===== src/rtl/rob_recovery_ctrl.sv =====
// ROB recovery sequencer: after a mispredict, squashes younger entries (two per cycle,
// youngest first), replays head..branch to rebuild rename state, then restores the tail.
module rob_recovery_ctrl #(
   parameter int ROB_DEPTH = 16,
   localparam int PTR_W = $clog2(ROB_DEPTH)
) (
   input  logic               clk,
   input  logic               reset,
   input  logic               mispredict_valid,
   input  logic [PTR_W-1:0]   mispredict_idx,
   input  logic [PTR_W-1:0]   rob_head,
   input  logic [PTR_W-1:0]   rob_tail,
   output logic               mispredict_ready,
   output logic [1:0]         rob_state,
   output logic               flush_valid,
   output logic [1:0]         rb_valid,
   output logic [2*PTR_W-1:0] rb_idx,
   output logic [1:0]         walk_valid,
   output logic [2*PTR_W-1:0] walk_idx,
   output logic               tail_restore_valid,
   output logic [PTR_W-1:0]   tail_restore
);

   localparam int CNT_W = PTR_W + 1;

   typedef enum logic [1:0] {
      ST_IDLE     = 2'b00,
      ST_ROLLBACK = 2'b01,
      ST_WALK     = 2'b10
   } state_t;

   state_t           state;
   logic             flush_q;
   logic [PTR_W-1:0] br_idx;
   logic [PTR_W-1:0] rb_ptr;
   logic [CNT_W-1:0] rb_cnt;
   logic [PTR_W-1:0] walk_ptr;
   logic [CNT_W-1:0] walk_cnt;

   logic [PTR_W-1:0] rb_cnt_new;
   logic [PTR_W-1:0] walk_dist;
   logic [CNT_W-1:0] rb_step;
   logic [CNT_W-1:0] walk_step;

   // Counts wrap naturally in PTR_W bits, so a full ROB (head==tail) needs no special case;
   // the +1 on the walk distance is done in CNT_W bits so a full walk reads as ROB_DEPTH.
   assign rb_cnt_new = rob_tail - mispredict_idx - PTR_W'(1);
   assign walk_dist  = mispredict_idx - rob_head;
   assign rb_step    = (rb_cnt >= CNT_W'(2)) ? CNT_W'(2) : CNT_W'(1);
   assign walk_step  = (walk_cnt >= CNT_W'(2)) ? CNT_W'(2) : CNT_W'(1);

   always_ff @(posedge clk or posedge reset) begin
      if (reset) begin
         state    <= ST_IDLE;
         flush_q  <= 1'b0;
         br_idx   <= '0;
         rb_ptr   <= '0;
         rb_cnt   <= '0;
         walk_ptr <= '0;
         walk_cnt <= '0;
      end else begin
         flush_q <= 1'b0;
         case (state)
            ST_IDLE: begin
               if (mispredict_valid) begin
                  br_idx   <= mispredict_idx;
                  rb_ptr   <= rob_tail - PTR_W'(1);
                  rb_cnt   <= {1'b0, rb_cnt_new};
                  walk_ptr <= rob_head;
                  walk_cnt <= {1'b0, walk_dist} + CNT_W'(1);
                  flush_q  <= 1'b1;
                  state    <= (rb_cnt_new != '0) ? ST_ROLLBACK : ST_WALK;
               end
            end
            ST_ROLLBACK: begin
               rb_ptr <= rb_ptr - PTR_W'(2);
               rb_cnt <= rb_cnt - rb_step;
               if (rb_cnt <= CNT_W'(2))
                  state <= ST_WALK;
            end
            ST_WALK: begin
               walk_ptr <= walk_ptr + PTR_W'(2);
               walk_cnt <= walk_cnt - walk_step;
               if (walk_cnt <= CNT_W'(2))
                  state <= ST_IDLE;
            end
            default: state <= ST_IDLE;
         endcase
      end
   end

   // Every output below decodes registered state only; indices are zeroed outside their phase.
   assign rob_state          = state;
   assign mispredict_ready   = (state == ST_IDLE);
   assign flush_valid        = flush_q;
   assign rb_valid           = (state != ST_ROLLBACK) ? 2'b00 :
                               (rb_cnt >= CNT_W'(2)) ? 2'b11 : 2'b01;
   assign rb_idx             = (state == ST_ROLLBACK) ? {rb_ptr - PTR_W'(1), rb_ptr} : '0;
   assign walk_valid         = (state != ST_WALK) ? 2'b00 :
                               (walk_cnt >= CNT_W'(2)) ? 2'b11 : 2'b01;
   assign walk_idx           = (state == ST_WALK) ? {walk_ptr + PTR_W'(1), walk_ptr} : '0;
   assign tail_restore_valid = (state == ST_WALK) && (walk_cnt <= CNT_W'(2));
   assign tail_restore       = tail_restore_valid ? br_idx + PTR_W'(1) : '0;

endmodule


===== config.mk =====
export PLATFORM = sky130hd
export DESIGN_NAME = rob_recovery_ctrl
export DESIGN_NICKNAME = d
export VERILOG_FILES = /design/src/rtl/rob_recovery_ctrl.sv
export SDC_FILE = /design/constraint.sdc
export NUM_CORES = 1
export LEC_CHECK = 0
export BUFFER_PORTS_ARGS = -buffer_cell sky130_fd_sc_hd__buf_2
export CAP_MARGIN = 30
export CORE_MARGIN = 3
export CORE_UTILIZATION = 55
export DETAILED_ROUTE_END_ITERATION = 12
export PLACE_DENSITY = 0.9
export RECOVER_POWER = 25
export SYNTH_ARGS = -nofsm -noshare
export SYNTH_HDL_FRONTEND = slang
export SYNTH_SLANG_ARGS = --single-unit

===== constraint.sdc =====
create_clock -name clk -period 5.28 [get_ports clk]
set_input_delay 0 -clock clk [delete_from_list [all_inputs] [get_ports clk]]
set_output_delay 0 -clock clk [all_outputs]
set_load 0.1 [all_outputs]

Word-level counts from Yosys, hierarchy flattened
Cells that the tools add are included.
Word-level totals
  output and inout bits: 29
  register bits after elaboration: 25
  input bits: 15
  logic and storage cells: 63
Operators by class
  multiplexer cells: 24
  reductions and logical operators: 9
  equal/unequal tests: 7
  add/sub/neg operators: 12
  order comparisons: 4
Operators by type and width (count)
  $mux W2: 10
  $pmux W5 S2: 2
  $mux W8: 2
  $pmux W4 S2: 2
  $mux W4: 3
  $sub A4 B1 Y4 const B: 3
  $ge A5 B2 Y1 const B: 2
  $le A5 B2 Y1 const B: 2
  $mux W5: 2
  $sub A5 B2 Y5: 2
  $add A4 B1 Y4 const B: 2
  $ne A2 B2 Y1 const B: 4
  $sub A4 B4 Y4: 2
  $pmux W2 S3: 1
  $reduce_and A2 Y1: 3
  $add A4 B1 Y5 const B: 1
  $add A4 B2 Y4 const B: 1
  $reduce_bool A2 Y1: 2
  $reduce_bool A4 Y1: 1
  $sub A4 B2 Y4 const B: 1
  $reduce_and A3 Y1: 1
  $eq A2 B1 Y1 const B: 1
  $eq A2 B2 Y1 const B: 1
  $logic_not A2 Y1: 1
  3 further kinds: 4

Longest topological paths before layout
Gate-level depths: netlist of the first run.
  word-level depth: 6
  mapped depth: 8

Least setup slack after synthesis of the first run
No wires, ideal clock.
  path type: register to output
  start point: register state[0] (netlist: rob_state[0])
  end point: output port tail_restore[2]
  slack: 1877 ps
  stages on the path, launching flop included: 8
  data arrival time: 3403 ps
  buffers on the path: 3
  cells stage by stage: dfrtp_1 -> buf_6 -> nand2b_1 -> clkbuf_2 -> inv_1 -> buf_2 -> nand2_1 -> nor2_1
Between the ends
  cells in the longest elaborated chain, start to end: 3
RTL lines
  from (decl): line 32  | state_t state;
  from (signal assigned): line 72  | state <= (rb_cnt_new != '0) ? ST_ROLLBACK : ST_WALK;
  $eq A2 B2 Y1: line 102  | assign tail_restore_valid = (state == ST_WALK) && (walk_cnt <= CNT_W'(2));
  $logic_and A1 B1 Y1: line 102
  $mux W4: line 103  | assign tail_restore = tail_restore_valid ? br_idx + PTR_W'(1) : '0;
  to (decl): line 21  | output logic [PTR_W-1:0] tail_restore
No other way between the ends.

Final worst setup path of the first run
  start point: register rb_cnt[1]
  end point: register rb_cnt[4]
Between the ends
  cells in the longest elaborated chain, start to end: 4
RTL lines
  from (decl): line 36  | logic [CNT_W-1:0] rb_cnt;
  from (signal assigned): line 68  | rb_cnt <= {1'b0, rb_cnt_new};
  from (signal assigned): line 77  | rb_cnt <= rb_cnt - rb_step;
  $ge A5 B2 Y1: line 49  | assign rb_step = (rb_cnt >= CNT_W'(2)) ? CNT_W'(2) : CNT_W'(1);
  $mux W2: line 49
  $sub A5 B2 Y5 (*): line 77
  $pmux W5 S2 (*): line 63  | case (state)
Mark *: on every way between the ends. The rest lies on a longest branch, timed or not.
A chain may end at the register's enable or synchronous reset.

==> key figures, run 1 <==
CTS
  – Hold_buf cts: 8
  – Max Root-Sink Buffers: 2
  – H-tree lvl count: 1
  – # Post-CTS Setup Buffers: 0
  – CTS Sinks: 25
  – CTS tree: yes
  – Worst-skew pair later-pin latency: 0.33 ns
  – CTS buffer count: 3
  – Cts repair resizes: 0
  – Clock slew at reported path FFs: 0.16 ns
  – Root Buffer Master: clkbuf_4

Layout
  – Fillers: 253
  – N_diodes: 0
  – Area grow syn2layout: 17.1%
  – Share of cells above drive strength 1: 0.188
  – Multi-input logic area: 1170 µm²
  – Final core occ: 0.713
  – Reg area: 626 µm²
  – Nets: 314
  – Design Area, Final: 2280 µm²

Worst setup path
  – Worst-path maximum fanout: 5
  – Worst setup SP type: register
  – Worst Setup Path Type: reg2reg
  – CP bufs+invs: 1
  – Worst R2R Start: rb_cnt[1]
  – Critical path cell sequence: nor4_1 -> ha_1 -> inv_1 -> fa_1 -> or3_1 -> a21o_1 -> a22o_1
  – CP max stage cell: nor4_1
  – Worst Setup End Kind: register
  – CP max stage delay: 0.68 ns
  – Worst Path Arrival: 2.91 ns
  – Worst Path Required: 5.52 ns
  – CP Launch Point: rb_cnt[1]
  – R2r setup slk: 2.61 ns
  – Top delay family on crit path: simple AND/OR/NAND/NOR gates

Placement
  – IO buf count: 43
  – Placed cell areas: 2170 µm²
  – DPL Wire Length: 3290 µm
  – RePlAce Congestion: 0.834

Global routing
  – GRT overflow: 0
  – Vias in the first global route: 1,695
  – Largest net degree at the start of global routing: 26
  – First-pass GRT wire length: 7840 µm
  – Initial antenna violation count: 0
  – Gr usage total: 0.233

Hold path
  – HP Class: in2async

Route
  – Drc violations: 0
  – Drt first pass iters: 4
  – Via-per-instance ratio: 5.66
  – Routed Antenna Nets: 0
  – Routed vias: 1,811
  – DRT iter0 DRCs: 118
  – WL/cell: 14.2 µm
  – Detailed Route WL: 4560 µm

Status
  – Status: completed

Timing
  – Max-slew headroom: 0.142
  – Final Hold Violating Endpoints: 0
  – Period utilization: 0.506
  – RSZ-0062 raised after global routing: false
  – Setup Viol. Count Final: 0
  – Slew of the pin with the lowest slew margin: 1.29 ns
  – Pins Over Slew Limit: 0
  – Fin crit period: 2.67 ns
  – Fin Setup TNS: 0 ns
  – Clk_skew: 0.0152 ns
  – Fmax: 374 MHz

Job
  – Max_cap viols: 0

Floorplanning
  – Core Rows: 20
  – Die W: 65.5 µm
  – Total die area: 4290 µm²
  – Die H: 65.5 µm
  – Core area: 3200 µm²
  – Starting density of the core: 0.608
  – I/O pin total: 44

Synthesis
  – Async set or reset register ratio after synthesis: 1.00
  – Netlist cell types: 48
  – Gate Count Post-Synth: 228
  – Post-Syn Nets: 265
  – Ys flop type: dfrtp_1
  – Mapped Avg Cell Area: 8.54 µm²
  – EDFF count, synth: 0
  – Post-synthesis sequential area ratio: 0.321
  – Synthesized area: 1950 µm²
  – Synth warn: 0
  – #FFs+latches synth: 25
==> logic make-up (layout without fill, tap and decap cells) <==
logic type,count (synthesis),in the layout,synth area share
and+or+nand+nor,85,85,0.206
AOI/OAI and AO/OA,49,49,0.170
buffers and inverters,33,81,0.0764
DFF,25,25,0.321
adders and majority gates,22,22,0.157
xor gates and xnor gates,14,14,0.0700
==> worst register-to-register path, cell delays in order (launching register included) <==
cell     delay (ns)
dfrtp_1        0.47
nor4_1         0.68
ha_1           0.30
inv_1          0.06
fa_1           0.39
or3_1          0.34
a21o_1         0.18
a22o_1         0.17
==> cell usage after synthesis (all sizes together) (2+ instances only) <==
library cell | number | share of area
a2111oi | 2 | 0.0090
a211o | 3 | 0.013
a21o | 3 | 0.012
a21oi | 8 | 0.021
a22oi | 6 | 0.026
and2 | 6 | 0.019
and3 | 3 | 0.0096
buf | 6 | 0.021
clkbuf | 3 | 0.0064
dfrtp | 25 | 0.32
fa | 4 | 0.041
ha | 18 | 0.12
inv | 23 | 0.044
nand2 | 25 | 0.049
nand2b | 2 | 0.0064
nand3 | 4 | 0.010
nor2 | 29 | 0.057
nor2b | 3 | 0.0096
nor3 | 4 | 0.010
nor4 | 2 | 0.0064
o21ai | 15 | 0.039
o22ai | 3 | 0.0096
or3 | 2 | 0.0064
xnor2 | 7 | 0.031
xor2 | 6 | 0.027
==> state kept, by name (all words and copies together), names as in the netlist <==
| name | count |
|---|---|
| br_idx | 4 |
| rob_state | 2 |
| walk_ptr | 4 |
| rb_ptr | 4 |
| rb_cnt | 5 |
| walk_cnt | 5 |
| flush_valid | 1 |
==> layout by cell type (no fill, tap or decap), drive strengths merged, types with 2 or more instances in the layout <==
master	count
a2111oi	2
a211o	3
a21o	3
a21oi	8
a22oi	6
and2	6
and3	3
buf	44
clkbuf	4
dfrtp	25
dlygate4sd3	8
fa	4
ha	18
inv	23
nand2	25
nand2b	2
nand3	4
nor2	29
nor2b	3
nor3	4
nor4	2
o21ai	15
o22ai	3
or3	2
xnor2	7
xor2	6
==> stage by stage <==
| stage | std cells | setup WS, ns | hold WS (ns) |
|---|---|---|---|
| 6_report | 320 | 2.61 | 0.0356 |
| 5_1_grt | 320 | 2.33 | 0.0366 |
| 4_1_cts | 319 | 2.60 | 0.0464 |
| 3_5_place_dp | 307 | 2.62 | 0.224 |
| 3_3_place_gp | 306 | 2.71 | 0.226 |
| 2_1_floorplan | 228 | 1.88 | 0.0273 |
==> final cells by class <==
type	instances	share of cell area
well taps	44	0.0241
repair buffers	53	0.133
inverters	24	0.0417
clock inverters	1	0.00329
flip-flops and latches	25	0.274
clock buffers	3	0.00987
multi-input cells	170	0.514
==> path summary, 6_finish.rpt <==
kind	to	cells past startpoint
worst max-delay path	rb_cnt[4]	7
worst min-delay path	rob_state[1]	3
worst max register to register	rb_cnt[4]	7
worst min register to register	br_idx[3]	2
max in group asynchronous	walk_cnt[1]	4
min in group clk	br_idx[0]	3
==> routing by layer <==
metal / global-route usage / share of wire
met3: 0.0427 / 0.070
met2: 0.388 / 0.48
met5: 0 / 0
met4: 0.0725 / 0.018
met1: 0.307 / 0.43
Power of run 1 is left out: the tool's default activity adds up to more than one toggle a clock period on the data nets, which glitch-free logic cannot reach.
==> run 2: changes to the inputs <==
--- a/config.mk
+++ b/config.mk
@@ -5,12 +5,13 @@
 export SDC_FILE = /design/constraint.sdc
 export NUM_CORES = 1
 export LEC_CHECK = 0
+export ABC_AREA = 1
 export BUFFER_PORTS_ARGS = -buffer_cell sky130_fd_sc_hd__buf_2
 export CAP_MARGIN = 30
 export CORE_MARGIN = 3
-export CORE_UTILIZATION = 55
+export CORE_UTILIZATION = 49
 export DETAILED_ROUTE_END_ITERATION = 12
-export PLACE_DENSITY = 0.9
+export PLACE_DENSITY = 0.85
 export RECOVER_POWER = 25
 export SYNTH_ARGS = -nofsm -noshare
 export SYNTH_HDL_FRONTEND = slang
==> constraint.sdc (replaced) <==
create_clock -name clk -period 2.3 [get_ports clk]
set_input_delay 0 -clock clk [delete_from_list [all_inputs] [get_ports clk]]
set_output_delay 0 -clock clk [all_outputs]
set_load 0.1 [all_outputs]
==> key figures, run 2 <==
Synthesis
  – Synthesized area: 2020 µm²
  – Dominant cell type by area after synthesis: dfrtp_1
  – EDFF count, synth: 0
  – Async set or reset register ratio after synthesis: 1.00
  – Mapped Avg Cell Area: 7.53 µm²
  – Synth area leaders: dfrtp_1, ha_1, nand2_1, inv_1, nor2_1
  – Synth warn: 0
  – Top-area cell type share of the netlist area: 0.310
  – Gate Count Post-Synth: 268
  – Most frequent cell after synthesis: nand2_1
  – Post-synthesis sequential area ratio: 0.310
  – #FFs+latches synth: 25
  – Netlist cell types: 33
  – Most common library cells after synthesis: nand2_1, inv_1, nor2_1, dfrtp_1, o21ai_0
  – Post-Syn Nets: 305
  – Ys flop type: dfrtp_1

Timing
  – Clk_skew: 0.00629 ns
  – Fin crit period: 2.15 ns
  – RSZ-0062 raised after global routing: false
  – Period utilization: 0.933
  – Setup Viol. Count Final: 0
  – Slew of the pin with the lowest slew margin: 0.706 ns
  – Max-slew headroom: 0.529
  – Pins Over Slew Limit: 0
  – Final Hold Violating Endpoints: 0
  – Fmax: 466 MHz
  – Fin Setup TNS: 0 ns

Worst setup path
  – Worst Setup End Kind: output port
  – Worst Setup Path Type: reg2out
  – Worst R2R Start: walk_cnt[2]
  – CP max stage cell: dfrtp_2
  – Crit path top cell by count: nor2_4
  – Crit path to: tail_restore[0]
  – R2r setup slk: 0.18 ns
  – CP max stage delay: 0.47 ns
  – Worst-path maximum fanout: 5
  – Worst setup SP type: register
  – Worst Path Required: 2.30 ns
  – Worst Path Arrival: 2.15 ns
  – Reg2reg end: walk_cnt[4]
  – Critical path cell sequence: nor3_1 -> o21ai_0 -> nor2_4 -> clkinvlp_4 -> nor2_4 -> buf_2
  – R2R cell count: 10
  – CP Launch Point: walk_cnt[2]

CTS
  – H-tree lvl count: 1
  – CTS Sinks: 25
  – Clock slew at reported path FFs: 0.10 ns
  – Root Buffer Master: clkbuf_8
  – Max Root-Sink Buffers: 2
  – Worst-skew pair later-pin latency: 0.28 ns
  – CTS tree: yes
  – CTS buffer count: 3

Placement
  – RePlAce Congestion: 0.817
  – IO buf count: 43
  – DPL Wire Length: 3560 µm

Global routing
  – Largest net degree at the start of global routing: 22
  – GRT overflow: 0
  – Vias in the first global route: 1,816
  – Initial antenna violation count: 0
  – First-pass GRT wire length: 8050 µm
  – Gr usage total: 0.199

Route
  – DRT iter0 DRCs: 86
  – Drc violations: 0
  – WL/cell: 12.4 µm
  – Drt first pass iters: 4
  – Via-per-instance ratio: 5.17
  – Routed vias: 1,888
  – Routed Antenna Nets: 0
  – Detailed Route WL: 4540 µm

Floorplanning
  – I/O pin total: 44
  – Total die area: 4920 µm²
  – Die H: 70.2 µm
  – Starting density of the core: 0.527
  – Core area: 3830 µm²
  – Die W: 70.2 µm
  – Core Rows: 22

Hold path
  – HP Class: in2reg
  – WHS Path Cells: 3
  – Hold path start: mispredict_idx[2]

Status
  – Status: completed

Layout
  – Nets: 355
  – Most common cell after layout, fill and taps aside: nand2_1
  – Final core occ: 0.654
  – Largest registers: rb_cnt (5), walk_cnt (5)
  – N_diodes: 0
  – Commonest non-fill, non-tap cells in the layout: nand2_1, inv_1, buf_2
  – Share of cells above drive strength 1: 0.287
  – Area grow syn2layout: 24.1%

Job
  – Max_cap viols: 0
[run 2: cell count changes in the layout (fill, tap and decap cells not counted), sizes merged, moves of 5 or more]
| cell | before | now |
|---|---|---|
| a22oi | 6 | 0 |
| and2 | 6 | 0 |
| dlygate4sd3 | 8 | 3 |
| inv | 23 | 48 |
| nand2 | 25 | 53 |
| nand3 | 4 | 19 |
| o21ai | 15 | 23 |
[run 2: cell type report]
type                            count  area [µm²]
Clock buffer                        3        41.3
Clock inverter                      1        7.51
Fill cell                         314        1320
Inverter                           49         198
Multi-Input combinational cell    189        1290
Sequential cell                    25         636
Tap cell                           48        60.1
Timing Repair Buffer               50         272
[run 2: worst min-delay path by stage]
stage / to
4_1_cts: br_idx[2]
3_5_place_dp: rb_cnt[1]
3_3_place_gp: rb_cnt[1]
5_1_grt: walk_ptr[2]
2_1_floorplan: br_idx[0]
6_report: br_idx[2]
[run 2: per-stage QoR]
step | hold slack [ns] | setup slack, ns | std cells | instance area (µm²)
after floorplan | 0.0274 | -0.0570 | 268 | 2150
after global placement | 0.0470 | 0.249 | 356 | 2390
after detailed placement | 0.0565 | 0.0600 | 356 | 2390
after CTS | 0.0306 | 0.00195 | 363 | 2470
after global routing | 0.0726 | 0.000844 | 365 | 2500
final | 0.0366 | 0.154 | 365 | 2500
[run 2: cell families (layout without fill, tap and decap cells)]
group / Yosys count / in the layout / share of synthesized area
simple gates: 111 / 111 / 0.247
flops: 25 / 25 / 0.310
compound gates: 47 / 47 / 0.135
buf+inv: 54 / 103 / 0.118
fa+ha+maj: 22 / 22 / 0.151
xor+xnor: 9 / 9 / 0.0391
[run 2: critical path, delay by kind of cell (launching register included)]
kind | cells | cell delay (ns)
buffers and inverters | 2 | 0.62
flip-flops | 1 | 0.47
AND/OR/NAND/NOR | 3 | 0.55
AO/OA/AOI/OAI | 1 | 0.22
[run 2: metal layers]
| layer | wire, µm | GRT usage | up-vias |
|---|---|---|---|
| li1 | - | - | 970 |
| met1 | 2120 | 0.265 | 865 |
| met2 | 2160 | 0.327 | 48 |
| met3 | 177 | 0.0201 | 5 |
| met4 | 76 | 0.0872 | 0 |
| met5 | 0 | 0 | - |
[run 2: timing repair]
| item | 4_1_cts | 5_1_grt |
|---|---|---|
| resized for setup | 0 | 5 |
| hold endpoints to repair | 14 | 0 |
| buffers inserted | 0 | 2 |
| hold buffers | 3 | 0 |
| endpoints found under the setup margin | 0 | 1 |
Power of run 2 is left out for the same reason.
